--- src/rtl/ung_stream_scheduler_pkg.sv ---
// Shared types and the round-robin pick for the unary stream scheduler.
// Optional status counter is enabled with the UNG_SCHED_STATUS_EN macro.
package ung_pkg;

  localparam int N_REQ_DEF = 4;
  localparam int CNT_W     = 4;
  localparam int MAX_REQ   = 32;

  typedef enum logic {
    IDLE,
    STREAM
  } state_e;

  // One-hot pick of the first set bit of req after position ptr, wrapping at n.
  function automatic logic [MAX_REQ-1:0] rr_grant(input logic [MAX_REQ-1:0] req,
                                                  input int ptr,
                                                  input int n);
    logic [MAX_REQ-1:0] g;
    logic               found;
    int                 idx;
    g     = '0;
    found = 1'b0;
    for (int i = 1; i <= MAX_REQ; i++) begin
      idx = ptr + i;
      if (idx >= n) idx = idx - n;
      if (i <= n && !found && idx < MAX_REQ && req[idx]) begin
        g[idx] = 1'b1;
        found  = 1'b1;
      end
    end
    return g;
  endfunction

endpackage

--- src/rtl/ung_stream_scheduler_rr_arbiter.sv ---
// Round-robin arbiter: combinational grant plus the last-winner pointer register.
// Used by ung_stream_scheduler (UNG_SCHED_STATUS_EN does not affect this file).
module ung_rr_arbiter
  import ung_pkg::*;
#(
  parameter int N_REQ = N_REQ_DEF
) (
  input  logic                     clk,
  input  logic                     rst,
  input  logic [N_REQ-1:0]         req,
  input  logic                     en,
  output logic [N_REQ-1:0]         grant,
  output logic [$clog2(N_REQ)-1:0] grant_idx
);

  localparam int OWNER_W = $clog2(N_REQ);

  logic [OWNER_W-1:0] ptr_q, ptr_d;
  logic [MAX_REQ-1:0] req_ext;
  logic [MAX_REQ-1:0] grant_all;
  logic               unused_hi;

  always_comb begin
    req_ext            = '0;
    req_ext[N_REQ-1:0] = req;
  end

  assign grant_all = rr_grant(req_ext, int'(ptr_q), N_REQ);
  assign unused_hi = ^grant_all[MAX_REQ-1:N_REQ];
  assign grant     = en ? grant_all[N_REQ-1:0] : '0;

  // NOTE: every variable written here gets a default first, so no path leaves it unassigned and no latch is inferred.
  always_comb begin
    grant_idx = '0;
    for (int i = 0; i < N_REQ; i++) begin
      if (grant[i]) grant_idx = OWNER_W'(i);
    end
  end

  always_comb begin
    ptr_d = ptr_q;
    if (|grant) ptr_d = grant_idx;
  end

  // NOTE: sequential state uses non-blocking assignments so all flops sample the same pre-edge values.
  always_ff @(posedge clk or negedge rst) begin
    if (!rst) ptr_q <= OWNER_W'(N_REQ - 1);
    else      ptr_q <= ptr_d;
  end

endmodule

--- src/rtl/ung_stream_scheduler.sv ---
// Shares one unary-stream datapath among N_REQ requesters, one 2^WIDTH-beat frame per grant.
// Define UNG_SCHED_STATUS_EN to add the frames_done status counter.
module ung_stream_scheduler
  import ung_pkg::*;
#(
  parameter int N_REQ = N_REQ_DEF,
  parameter int WIDTH = CNT_W
) (
  input  logic                     clk,
  input  logic                     rst,
  input  logic [N_REQ-1:0]         req_valid,
  input  logic [N_REQ*WIDTH-1:0]   req_data,
  output logic [N_REQ-1:0]         req_ready,
  input  logic                     abort,
  input  logic                     out_ready,
  output logic                     out_valid,
  output logic                     out_bit,
  output logic                     out_first,
  output logic                     out_last,
  output logic [$clog2(N_REQ)-1:0] out_owner,
  output logic                     busy
`ifdef UNG_SCHED_STATUS_EN
  ,
  output logic [15:0]              frames_done
`endif
);

  localparam int OWNER_W = $clog2(N_REQ);

  state_e             state_q, state_d;
  logic [WIDTH-1:0]   count_q, count_d;
  logic [WIDTH-1:0]   value_q, value_d;
  logic [OWNER_W-1:0] owner_q, owner_d;

  logic               streaming;
  logic               beat_acc;
  logic               last_acc;
  logic               grant_en;
  logic [N_REQ-1:0]   grant;
  logic [OWNER_W-1:0] grant_idx;
  logic [WIDTH-1:0]   grant_data;

  assign streaming = (state_q == STREAM);
  assign beat_acc  = streaming & out_ready;
  // An abort on the last beat ends the frame as aborted, not as completed.
  assign last_acc  = beat_acc & (&count_q) & ~abort;
  assign grant_en  = ~abort & ((state_q == IDLE) | last_acc);

  ung_rr_arbiter #(
    .N_REQ(N_REQ)
  ) u_arb (
    .clk      (clk),
    .rst      (rst),
    .req      (req_valid),
    .en       (grant_en),
    .grant    (grant),
    .grant_idx(grant_idx)
  );

  always_comb begin
    grant_data = '0;
    for (int i = 0; i < N_REQ; i++) begin
      if (grant[i]) grant_data = req_data[i*WIDTH +: WIDTH];
    end
  end

  always_comb begin
    state_d = state_q;
    count_d = count_q;
    value_d = value_q;
    owner_d = owner_q;
    unique case (state_q)
      IDLE: begin
        if (|grant) begin
          state_d = STREAM;
          count_d = '0;
          value_d = grant_data;
          owner_d = grant_idx;
        end
      end
      STREAM: begin
        if (abort) begin
          state_d = IDLE;
          count_d = '0;
        end else if (beat_acc) begin
          count_d = count_q + WIDTH'(1);
          if (&count_q) begin
            // Back-to-back frames: the next value loads on the wrapping beat.
            if (|grant) begin
              value_d = grant_data;
              owner_d = grant_idx;
            end else begin
              state_d = IDLE;
            end
          end
        end
      end
      default: state_d = IDLE;
    endcase
  end

  always_ff @(posedge clk or negedge rst) begin
    if (!rst) begin
      state_q <= IDLE;
      count_q <= '0;
      value_q <= '0;
      owner_q <= '0;
    end else begin
      state_q <= state_d;
      count_q <= count_d;
      value_q <= value_d;
      owner_q <= owner_d;
    end
  end

  // The pointer update sees the ungated grant; reset gating applies only at the port.
  assign req_ready = rst ? grant : '0;
  assign out_valid = streaming;
  assign out_bit   = streaming & (count_q < value_q);
  assign out_first = streaming & (count_q == '0);
  assign out_last  = streaming & (&count_q) & ~abort;
  assign out_owner = owner_q;
  assign busy      = streaming;

`ifdef UNG_SCHED_STATUS_EN
  logic [15:0] frames_done_q, frames_done_d;

  always_comb begin
    frames_done_d = frames_done_q;
    if (last_acc) frames_done_d = frames_done_q + 16'd1;
  end

  always_ff @(posedge clk or negedge rst) begin
    if (!rst) frames_done_q <= '0;
    else      frames_done_q <= frames_done_d;
  end

  assign frames_done = frames_done_q;
`endif

endmodule
--- config.mk ---
export PLATFORM = sky130hd
export DESIGN_NAME = ung_stream_scheduler
export DESIGN_NICKNAME = d
export VERILOG_FILES = /design/src/rtl/ung_stream_scheduler_pkg.sv /design/src/rtl/ung_stream_scheduler_rr_arbiter.sv /design/src/rtl/ung_stream_scheduler.sv
export SDC_FILE = /design/constraint.sdc
export NUM_CORES = 1
export LEC_CHECK = 0
export ABC_AREA = 0
export CAP_MARGIN = 10
export CORE_MARGIN = 2
export CORE_UTILIZATION = 25
export CTS_CLUSTER_DIAMETER = 50
export CTS_CLUSTER_SIZE = 25
export DETAILED_ROUTE_END_ITERATION = 12
export GPL_TIMING_DRIVEN = 0
export PLACE_DENSITY = 0.53
export SYNTH_ARGS = -nofsm -noshare
export SYNTH_HDL_FRONTEND = slang
export SYNTH_HIERARCHICAL = 1
export SYNTH_SLANG_ARGS = --single-unit
--- constraint.sdc ---
create_clock -name clk -period 9.3 [get_ports clk]
set_input_delay 1.86 -clock clk [delete_from_list [all_inputs] [get_ports clk]]
set_output_delay 1.86 -clock clk [all_outputs]
set_load 0.005 [all_outputs]
==> metrics.md, run 1 <==
| Metric | Value |
|---|---|
| Async set or reset register ratio after synthesis | 1.000 |
| Layout cells sized above 1 | 0.1148 |
| Net Sw Frac | 0.4377 |
| Final cell count without fillers | between 200 and 300 |
| Post-CTS sizing | 0 |
| Worst-path maximum fanout | 9 |
| # Post-CTS Setup Buffers | 0 |
| Grt ovf | 0 |
| Number of synthesized flops with an enable pin | 0 |
| Flop pwr share | 0.188 |
| Crit. End Element | output port |
| Pre-CTS WS | 2.917 ns |
| Logic pwr share | 0.719 |
| Power Dens Cells | around 320 nW/um^2 |
| Syn Std Cell Area | 1306 sq um |
| Peak supply drop | about 0.13 mV |
| Inserted Diodes | 0 |
| Sequential fraction of the synthesis area | 0.2510 |
| TritonCTS clock tree | done |
| # rows | 26 |
| Outcome | finished clean |
| Pint | 0.0003173 W |
| Layout area overhead | 36.30% |
| GRT Overall Usage | 0.1118 |
| Prevailing post-synth register cell | dfrtp_1 |
| Placed insts | 249 |
| ANT nets after route | 0 |
| Vias per inst | ~4.8 |
| Clk slew on worst S/H paths | approximately 0.06 ns |
| Setup TNS Final | 0 ns |
| Cell count after synthesis | between 100 and 150 |
| Setup-failing EPs final | 0 |
| YS warnings | 6 |
| Slew HR | 0.5261 |
| Slew Limit Fails | 0 |
| DRT Wirelength | between 3 and 4 mm |
| Period Utilization, post-route | 0.6845 |
| Yosys cell types | 44 |
| # IOs | 35 |
| Tmin final | 6.366 ns |
| Critical path arrival | roughly 4.5 ns |
| Maxcap violations | 0 |
| Vias | about 1,200 |
| Final hold violation count | 0 |
| Leakage | approximately 0.75 nW |
| Initial antenna violation count | 0 |
| Die Area | ~5800 sq um |
| Initial DRC count | 51 |
| Max clock buf depth | 2 |
| Skew final | 0.009098 ns |
| Die outline width | about 76 microns |
| Clock sink total | 13 |
| Pin count of the biggest net entering global routing | 18 |
| Setup CP Type | in2out |
| CTS Buf Count | 3 |
| Global-route wire length before repair | ~5.5 mm |
| Crit start category | primary input |
| CP required | approximately 7.4 ns |
| Fmax | between 150 and 200 MHz |
| Clock power share | 0.093 |
| Flops & latches, synth | 13 |
| Htree depth | 1 |
| Initial core utilization | 0.2574 |
| Buffers on Ports | 34 |
| Crit-path slowest cell | mux4_2 |
| Fin util | 0.3508 |
| Die Y | between 70 and 80 microns |
| CP max stage delay | approximately 0.55 ns |
| Unrepaired setup endpoints after global routing | false |
| Slew @ Worst Pin | between 0.7 and 0.8 ns |
| Synthesized Nets | 182 |
| Core area | approximately 5100 sq um |
| Pre-Repair DR Iteration Count | 4 |
| GP Congestion | roughly 0.8 |
| CTS root buf | clkbuf_8 |
| Hold Slack | 0.4853 ns |
| Routed len/inst | roughly 12 microns |
| Switch Pwr | 0.0002470 W |
| Remaining DRCs | 0 |
| NumNets Final | approximately 220 |
| HPWL after detailed placement | between 2 and 2.5 mm |
| Final worst slack | between 2 and 3 ns |
| Post-CTS Hold Buffers | 0 |
| Min-Delay Path Class | reg2reg |
| Syn_area_per_cell | 9.009 sq um |
| Worst-Skew Late Latency | about 0.25 ns |
| Critical-path cell list | clkdlybuf4s50_1, mux4_2, or2b_1, a311oi_1, o31ai_1, and2_1, clkbuf_2, and2_1, clkdlybuf4s50_1 |
| Vias in the first global route | 1,211 |
-- synth_stat cells (all sizes together), types with 4 or more instances --
master | number | area (sq um)
and2 | 11 | 70.07
a21oi | 4 | 20.02
nand2 | 12 | 45.04
inv | 11 | 41.29
o21ai | 6 | 30.03
a21o | 5 | 37.54
ha | 13 | 162.7
nor2 | 14 | 52.55
mux2 | 4 | 52.55
dfrtp | 11 | 275.3
o31ai | 6 | 45.04
-- logic make-up after synthesis --
| family | share of synthesized area |
|---|---|
| compound gates | 0.2692 |
| xor+xnor | 0.006706 |
| fa+ha+maj | 0.1245 |
| buf+inv | 0.04981 |
| flops | 0.2510 |
| mux | 0.09195 |
| simple gates | 0.2069 |
-- flip-flops by register name, summed over array words and instances, names as in the netlist --
register	flops
busy	1
count_q	4
value_q	4
out_owner	2
u_arb/ptr_q	2
-- worst paths after layout --
kind                                      from            to  slack [ns]  cells after the start
min in group asynchronous                  rst    count_q[1]        2.03                      1
max in group asynchronous                  rst    value_q[1]        6.81                      1
worst max-delay path              req_valid[0]  req_ready[1]        2.93                      9
worst min register to register      value_q[0]    value_q[0]        0.49                      1
worst min-delay path                value_q[0]    value_q[0]        0.49                      1
worst max register to register  u_arb/ptr_q[0]  out_owner[1]        5.36                     11
-- per-stage QoR --
step	total power (W)	instance area, sq um
final	0.0005643	1780
after CTS	0.0005726	1780
after global routing	0.0006274	1780
after global placement	0.0005188	1734
after floorplan	0.0004084	1306
after detailed placement	0.0005180	1734
-- cell usage in the layout (no fill, tap or decap), types with 2 or more instances in the layout --
master	synthesis	layout
a211oi_1	3	3
a21o_1	5	5
a21oi_1	4	4
a221oi_1	3	3
a22o_1	2	2
a22oi_1	3	3
and2_1	10	10
clkbuf_8	0	3
clkdlybuf4s50_1	0	34
dfrtp_1	11	11
dfstp_2	2	2
ha_1	13	13
inv_1	11	11
mux2_2	2	2
mux2_4	2	2
mux4_2	3	3
nand2_1	12	12
nand2b_1	3	3
nand3_1	3	3
nor2_1	14	14
o21ai_0	6	6
o22ai_1	3	3
o31ai_1	6	6
or2b_1	2	2
-- worst max-delay path, delay by kind of cell --
family | cells | cell delay (ns)
multiplexers | 1 | 0.55
buffers and inverters | 3 | 1.14
AO/OA/AOI/OAI | 2 | 0.46
AND/OR/NAND/NOR | 3 | 0.51
-- layer usage --
layer,track usage,wire (microns),vias to the layer above
met1,0.1452,1433,573
met4,0.03273,29,0
li1,-,-,614
met3,0.01659,104,4
met5,0,0,-
met2,0.1920,1481,21
-- layout make-up --
class                      count  area [sq um]
clock buffer                   3         41.29
timing repair buffer          34         340.3
multi-input combinational    118         913.4
buffer                         3         23.77
inverter                      11         41.29
fill                         556          3294
clock inverter                 1         5.005
sequential                    13         327.8
tap                           70         87.58
-- power groups by stage --
stage | clock network [W] | registers [W] | logic [W]
floorplan | 0 | 0.000100 | 0.000308
global placement | 0 | 0.000107 | 0.000412
detailed placement | 0 | 0.000107 | 0.000411
CTS | 0.0000538 | 0.000106 | 0.000412
global route | 0.0000565 | 0.000110 | 0.000461
finish | 0.0000527 | 0.000106 | 0.000406
(Power assumes the default switching activity.)
==> run 2: changes to the inputs <==
==> constraint.sdc (replaced) <==
create_clock -name clk -period 6.5 [get_ports clk]
set_input_delay 1.3 -clock clk [delete_from_list [all_inputs] [get_ports clk]]
set_output_delay 1.3 -clock clk [all_outputs]
set_load 0.005 [all_outputs]
==> results of run 2 <==
The final DEF is identical to that of run 1. Status: finished clean.
Main changes from that run: setup slack after placement 2.917 ns -> 1.237 ns; setup slack after layout 2.934 ns -> 1.254 ns; register-to-register setup slack 5.36 ns -> 2.56 ns; total power 0.0005643 W -> 0.0008074 W; worst IR drop on VDD 0.1285 mV -> 0.1839 mV
==> run 3: changes to the inputs <==
==> constraint.sdc (replaced) <==
create_clock -name clk -period 5.38 [get_ports clk]
set_input_delay 1.076 -clock clk [delete_from_list [all_inputs] [get_ports clk]]
set_output_delay 1.076 -clock clk [all_outputs]
set_load 0.005 [all_outputs]
==> results of run 3 <==
The final DEF is identical to that of run 1. Status: finished clean.
Main changes from that run: setup slack after placement 2.917 ns -> 0.5648 ns; setup slack after layout 2.934 ns -> 0.5824 ns; register-to-register setup slack 5.36 ns -> 1.44 ns; total power 0.0005643 W -> 0.0009755 W; worst IR drop on VDD 0.1285 mV -> 0.2222 mV
